--- src/rtl/fft_pkg.sv ---
// fft_pkg -- shared definitions for the sample frame buffer.
//   DATA_W_DEF / DEPTH_DEF : default sample width and frame length
//   seq_state_t            : frame sequencer states (FILL, RUN)
//   bitrev()               : reverses the low 'bits' bits of an index, giving
//                            the decimation-in-time FFT input order
package fft_pkg;

  localparam int DATA_W_DEF = 16;
  localparam int DEPTH_DEF  = 16;

  typedef enum logic {
    FILL = 1'b0,
    RUN  = 1'b1
  } seq_state_t;

  function automatic int unsigned bitrev(input int unsigned idx, input int unsigned bits);
    int unsigned r;
    r = 0;
    for (int unsigned b = 0; b < bits; b++) begin
      r = (r << 1) | ((idx >> b) & 32'd1);
    end
    return r;
  endfunction

endpackage

--- src/rtl/sample_frame_buffer_if.sv ---
// sample_frame_buffer_if -- sample input stream and frame output bundle.
//   flush       : synchronous restart of frame assembly (producer side)
//   in_valid    : in_data holds a sample
//   in_ready    : buffer can take the sample this cycle
//   in_data     : sample value
//   frame_valid : frame_data holds a complete frame
//   frame_ready : consumer takes the frame this cycle
//   frame_data  : DEPTH slots, slot k at [k*DATA_W +: DATA_W]
//   frame_cnt   : frames issued, modulo 2^16
// Modports: slave = buffer side, master = producer/consumer side.
interface sample_frame_buffer_if #(
  parameter int DATA_W = fft_pkg::DATA_W_DEF,
  parameter int DEPTH  = fft_pkg::DEPTH_DEF
);

  logic                    flush;
  logic                    in_valid;
  logic                    in_ready;
  logic [DATA_W-1:0]       in_data;
  logic                    frame_valid;
  logic                    frame_ready;
  logic [DEPTH*DATA_W-1:0] frame_data;
  logic [15:0]             frame_cnt;

  modport slave (
    input  flush, in_valid, in_data, frame_ready,
    output in_ready, frame_valid, frame_data, frame_cnt
  );

  modport master (
    output flush, in_valid, in_data, frame_ready,
    input  in_ready, frame_valid, frame_data, frame_cnt
  );

endinterface

--- src/rtl/sample_frame_buffer_sequencer.sv ---
// frame_sequencer -- fill/hop counting and frame trigger generation.
//   clk, rst  : clock and asynchronous active-high reset
//   flush     : restart assembly; dominates an accept in the same cycle
//   accept    : a sample is accepted this cycle (valid & ready)
//   arm       : the next accept would trigger a frame
//   trigger   : this cycle's accept completes a frame
//   frame_cnt : frames triggered so far (kept across flush)
module frame_sequencer import fft_pkg::*; #(
  parameter int DEPTH = DEPTH_DEF,
  parameter int HOP   = DEPTH_DEF
) (
  input  logic        clk,
  input  logic        rst,
  input  logic        flush,
  input  logic        accept,
  output logic        arm,
  output logic        trigger,
  output logic [15:0] frame_cnt
);

  // Counts never exceed DEPTH-1 because the trigger clears them.
  localparam int CNT_W = $clog2(DEPTH);

  seq_state_t       state_reg;
  logic [CNT_W-1:0] cnt_reg;
  logic [15:0]      frame_cnt_reg;

  // First frame needs a full line; later frames need HOP new samples.
  always_comb begin
    arm = 1'b0;
    if (state_reg == FILL) begin
      arm = (cnt_reg == CNT_W'(DEPTH - 1));
    end else begin
      arm = (cnt_reg == CNT_W'(HOP - 1));
    end
  end

  assign trigger   = accept & ~flush & arm;
  assign frame_cnt = frame_cnt_reg;

  always_ff @(posedge clk or posedge rst) begin
    if (rst) begin
      state_reg     <= FILL;
      cnt_reg       <= '0;
      frame_cnt_reg <= '0;
    end else if (flush) begin
      state_reg <= FILL;
      cnt_reg   <= '0;
    end else if (accept) begin
      if (arm) begin
        state_reg     <= RUN;
        cnt_reg       <= '0;
        frame_cnt_reg <= frame_cnt_reg + 16'd1;
      end else begin
        cnt_reg <= cnt_reg + 1'b1;
      end
    end
  end

endmodule

--- src/rtl/sample_frame_buffer.sv ---
// sample_frame_buffer -- assembles a stream of samples into (optionally
// overlapping) frames of DEPTH samples, issued every HOP samples after the
// first full line.
//   clk, rst : clock and asynchronous active-high reset
//   bus      : sample_frame_buffer_if.slave (input stream, frame output, flush)
// Build option: define BITREV_OUT_EN to emit frames in bit-reversed slot order
// (slot k = line[bitrev(k)]); otherwise slot k = line[k]. Handshake timing is
// the same in both builds.
module sample_frame_buffer import fft_pkg::*; #(
  parameter int DATA_W = DATA_W_DEF,
  parameter int DEPTH  = DEPTH_DEF,
  parameter int HOP    = 16
) (
  input  logic                 clk,
  input  logic                 rst,
  sample_frame_buffer_if.slave bus
);

  logic [DATA_W-1:0]       mem       [DEPTH];
  logic [DATA_W-1:0]       line_next [DEPTH];
  logic [DEPTH*DATA_W-1:0] snap;
  logic [DEPTH*DATA_W-1:0] frame_data_reg;
  logic                    frame_valid_reg;
  logic                    accept;
  logic                    shift;
  logic                    arm;
  logic                    trigger;
  logic                    take;
  logic [15:0]             frame_cnt;

  assign accept = bus.in_valid & bus.in_ready;
  assign shift  = accept & ~bus.flush;
  assign take   = frame_valid_reg & bus.frame_ready;

  // Stall only when accepting would create a frame with nowhere to put it;
  // a take in the same cycle frees the output register.
  assign bus.in_ready = ~(frame_valid_reg & ~bus.frame_ready & arm);

  frame_sequencer #(
    .DEPTH (DEPTH),
    .HOP   (HOP)
  ) u_seq (
    .clk       (clk),
    .rst       (rst),
    .flush     (bus.flush),
    .accept    (accept),
    .arm       (arm),
    .trigger   (trigger),
    .frame_cnt (frame_cnt)
  );

  // Line contents after this cycle's shift, so the snapshot includes the
  // triggering sample.
  generate
    for (genvar gi = 0; gi < DEPTH; gi++) begin : g_line
      if (gi == DEPTH - 1) begin : g_tail
        assign line_next[gi] = bus.in_data;
      end else begin : g_body
        assign line_next[gi] = mem[gi+1];
      end
    end
  endgenerate

  generate
    for (genvar gi = 0; gi < DEPTH; gi++) begin : g_slot
`ifdef BITREV_OUT_EN
      localparam int SRC = int'(bitrev(gi, $clog2(DEPTH)));
`else
      localparam int SRC = gi;
`endif
      assign snap[gi*DATA_W +: DATA_W] = line_next[SRC];
    end
  endgenerate

  always_ff @(posedge clk or posedge rst) begin
    if (rst) begin
      for (int i = 0; i < DEPTH; i++) begin
        mem[i] <= '0;
      end
    end else if (shift) begin
      for (int i = 0; i < DEPTH; i++) begin
        mem[i] <= line_next[i];
      end
    end
  end

  // Trigger has priority over take so a take+trigger cycle keeps valid high.
  always_ff @(posedge clk or posedge rst) begin
    if (rst) begin
      frame_data_reg  <= '0;
      frame_valid_reg <= 1'b0;
    end else if (bus.flush) begin
      frame_valid_reg <= 1'b0;
    end else if (trigger) begin
      frame_data_reg  <= snap;
      frame_valid_reg <= 1'b1;
    end else if (take) begin
      frame_valid_reg <= 1'b0;
    end
  end

  assign bus.frame_valid = frame_valid_reg;
  assign bus.frame_data  = frame_data_reg;
  assign bus.frame_cnt   = frame_cnt;

endmodule

--- src/flat_wrapper.sv ---
// flat-port wrapper written by rule: the top's interface ports become plain ports
module sample_frame_buffer_flat import fft_pkg::*;
#(
  parameter int DATA_W = DATA_W_DEF,
  parameter int DEPTH  = DEPTH_DEF,
  parameter int HOP    = 16
)
  (clk, rst, bus_flush, bus_in_valid, bus_in_data, bus_frame_ready, bus_in_ready, bus_frame_valid, bus_frame_data, bus_frame_cnt);
  sample_frame_buffer_if #(.DATA_W(DATA_W), .DEPTH(DEPTH)) bus_i ();
  input  logic clk;
  input  logic rst;
  input wire logic [$bits(bus_i.flush)-1:0] bus_flush;
  input wire logic [$bits(bus_i.in_valid)-1:0] bus_in_valid;
  input wire logic [$bits(bus_i.in_data)-1:0] bus_in_data;
  input wire logic [$bits(bus_i.frame_ready)-1:0] bus_frame_ready;
  output wire logic [$bits(bus_i.in_ready)-1:0] bus_in_ready;
  output wire logic [$bits(bus_i.frame_valid)-1:0] bus_frame_valid;
  output wire logic [$bits(bus_i.frame_data)-1:0] bus_frame_data;
  output wire logic [$bits(bus_i.frame_cnt)-1:0] bus_frame_cnt;
  assign bus_i.flush = bus_flush;
  assign bus_i.in_valid = bus_in_valid;
  assign bus_i.in_data = bus_in_data;
  assign bus_i.frame_ready = bus_frame_ready;
  assign bus_in_ready = bus_i.in_ready;
  assign bus_frame_valid = bus_i.frame_valid;
  assign bus_frame_data = bus_i.frame_data;
  assign bus_frame_cnt = bus_i.frame_cnt;
  sample_frame_buffer #(.DATA_W(DATA_W), .DEPTH(DEPTH), .HOP(HOP)) u_core (.clk(clk), .rst(rst), .bus(bus_i));
endmodule
--- config.mk ---
export PLATFORM = sky130hd
export DESIGN_NAME = sample_frame_buffer_flat
export DESIGN_NICKNAME = d
export VERILOG_FILES = /design/src/rtl/fft_pkg.sv /design/src/rtl/sample_frame_buffer_if.sv /design/src/rtl/sample_frame_buffer_sequencer.sv /design/src/rtl/sample_frame_buffer.sv /design/src/flat_wrapper.sv
export SDC_FILE = /design/constraint.sdc
export NUM_CORES = 1
export LEC_CHECK = 0
export ABC_AREA = 1
export BUFFER_PORTS_ARGS = -buffer_cell sky130_fd_sc_hd__buf_2
export CORE_ASPECT_RATIO = 1.4
export CORE_MARGIN = 4
export CORE_UTILIZATION = 51
export CTS_CLUSTER_SIZE = 25
export DETAILED_ROUTE_END_ITERATION = 10
export GPL_ROUTABILITY_DRIVEN = 0
export GPL_TIMING_DRIVEN = 0
export PLACE_DENSITY = 0.82
export SLEW_MARGIN = 40
export SYNTH_ARGS = -nofsm -noshare
export SYNTH_HDL_FRONTEND = slang
export SYNTH_SLANG_ARGS = --single-unit
--- constraint.sdc ---
create_clock -name clk -period 14.75 [get_ports clk]
set_input_delay 1.475 -clock clk [delete_from_list [all_inputs] [get_ports clk]]
set_output_delay 1.475 -clock clk [all_outputs]
set_load 0.02 [all_outputs]
==> impl_metrics.yaml <==
synthesis:
  synth_fp_nets: 2046
  synth_common_cells: "nand2_1 (593), dfrtp_1 (517), inv_1 (260), o21ai_0 (232), o21ai_1 (173)"
  synthArstFlopShare: 1.00
  yosys.cell_types.count: 23
  yosys_warnings: 0
  synth_most_common_cell: "nand2_1"
  ys.flop_type: "dfrtp_1"
  synth_top_area_share: 0.650
  synth_edf_count: 0
  ys_ff_latch: 517
  ys_seq_area_frac: 0.650
  netlist_area_mm2: 0.0199
  synth_top_area_cell: "dfrtp_1"
  synthTopCellsByArea: "dfrtp_1 (65%), nand2_1 (11%), o21ai_0 (5.8%), inv_1 (4.9%), o21ai_1 (4.3%)"
  syn_inst: 2023
  avgSynthCellArea_um2: 9.85
timing:
  max-slew-margin-rel: 0.498
  finalSetupViolCount: 0
  drv_slew: 0
  fin_skew_ns: 0.0254
  grt_setup_unrepaired: "no"
  fmax_mhz: 289
  final.min_clock_period_ns: 3.46
  tns_ns: 0
  tightest_slew_ns: 0.752
  final_hold_viol_count: 0
  finalCritPeriodShare: 0.234
cells_and_area:
  finalNetCount: 2412
  syn_to_final_growth_pct: 21.3
  num_antenna_cells: 0
  fillers: 2974
  layout-drive-gt1-share: 0.243
  largest_reg_flops: 256
  post-route-util: 0.628
  design_area_mm2: 0.0242
floorplan:
  row_count: 85
  coreArea_mm2: 0.0385
  initial_core_util: 0.517
  pin_count: 295
  die_y_um: 242
  fp.dieW_um: 175
  die_area_mm2: 0.0423
global_route:
  antenna_found_initial: 0
  grt-ovfl-total: 0
  grt_pass1_vias: 16300
  track_usage: 0.259
  grt_pass1_wl_um: 87100
  grt_max_degree: 29
drt:
  drt_wl_total_um: 54500
  drt_iter0_drc: 985
  vias: 15400
  final_antenna_net_count: 0
  drc: 0
  viasPerCell: 5.22
  wire_per_inst_um: 18.5
  drtPass1Iterations: 5
flow_run:
  drv_cap: 0
worst_hold_path:
  hp-class: "flip-flop to flip-flop"
  hold_end: "u_core.bus.frame_data[11]"
  min_from: "u_core.bus.frame_data[11]"
  holdPathStages: 2
clock_tree:
  cts_sinks: 517
  root_buffer: "clkbuf_16"
  cts_setup_buffers: 0
  hold_buffers: 0
  cts-resized-gates: 0
  cts_made_buffers: 47
  cts_tree: "yes"
  clk_latency_ns: 0.58
  h-tree-depth: 2
  clockBufferDepth: 3
  clk_pin_slew_worst_paths_ns: 0.07
power:
  p_per_area_mw_per_mm2: 131
  power_mw: 3.17
  leakage_nw: 12.3
  peakVddDrop_uv: 91.1
critical_path:
  cp_max_fo: 4
  cp-end-kind: "output pin"
  rr_startpoint: "u_core.u_seq.cnt_reg[0]"
  r2r_setup_slack_ns: 12.54
  cp-start-kind: "primary input"
  criticalPathCategory: "primary input to output pin"
  arrival_ns: 1.98
  cp.required_ns: 13.28
  rr_endpoint: "u_core.bus.frame_data[106]"
  rr_worst_depth: 7
placed_design:
  io_buffer_count: 294
  post_dp_cell_area_mm2: 0.0226
  place_hpwl_um: 41200
status:
  status: "finished clean"
==> logic make-up after synthesis <==
group	Yosys count	share of synthesized area
simple gates	632	0.122
flops	517	0.650
compound gates	494	0.141
buf+inv	374	0.0851
xor+xnor	4	0.00176
fa+ha+maj	2	0.00126
==> worst max path at each step <==
stage,start,end,cells after the start
after floorplan,rst,u_core.bus.frame_data[0],1
after global placement,rst,u_core.bus.frame_data[70],2
after detailed placement,bus_frame_ready,u_core.bus.frame_data[253],7
after CTS,bus_frame_ready,bus_in_ready,4
after global routing,bus_frame_ready,bus_in_ready,4
final,bus_frame_ready,bus_in_ready,4
==> worst max-delay path: stages <==
cell and delay (ns):
buf_2 0.10, inv_1 0.09, nand3_2 0.13, buf_2 0.19
==> per-layer routing <==
| metal | wire length (µm) | part of all wire | GRT usage | vias to the layer above |
|---|---|---|---|---|
| met5 | 0 | 0 | 0 | - |
| met4 | 2860 | 0.052 | 0.128 | 0 |
| met3 | 4380 | 0.080 | 0.0770 | 172 |
| met2 | 27700 | 0.51 | 0.452 | 571 |
| met1 | 19600 | 0.36 | 0.290 | 7575 |
| li1 | - | - | - | 7083 |
==> metrics by stage <==
stage / cells / worst slack (ns) / hold WS, ns
CTS: 2950 / 11.31 / 0.477
finish: 2950 / 11.29 / 0.477
floorplan: 2023 / 6.25 / 0.442
global route: 2950 / 11.25 / 0.499
global placement: 2839 / 3.91 / 0.452
detailed placement: 2862 / 11.28 / 0.456
==> placed cells by master, fill, tap and decap left out, drive strengths merged <==
| master | instances |
|---|---|
| clkinvlp | 4 |
| dfrtp | 517 |
| xnor2 | 1 |
| ha | 2 |
| nand4 | 1 |
| o21ai | 493 |
| clkinv | 14 |
| buf | 415 |
| or2 | 1 |
| bufinv | 3 |
| clkbuf | 80 |
| inv | 263 |
| nand2 | 594 |
| nand3 | 9 |
| nor2 | 23 |
| a21oi | 1 |
| xor2 | 3 |
| nand3b | 4 |
==> report_power, final <==
part | total [mW] | internal [mW] | switching [mW]
sequential | 1.63 | 1.55 | 0.0784
clock | 1.24 | 0.691 | 0.549
combinational | 0.300 | 0.0900 | 0.210
==> layout make-up <==
cell class	instances	area, µm²	share of cell area
Sequential cell	517	12900	0.535
Multi-Input combinational cell	1132	5290	0.219
Timing Repair Buffer	317	2010	0.0832
Clock buffer	65	1320	0.0548
Inverter	261	983	0.0407
Buffer	113	716	0.0296
Tap cell	522	653	0.0270
Clock inverter	23	254	0.0105
(Power assumes the default switching activity.)
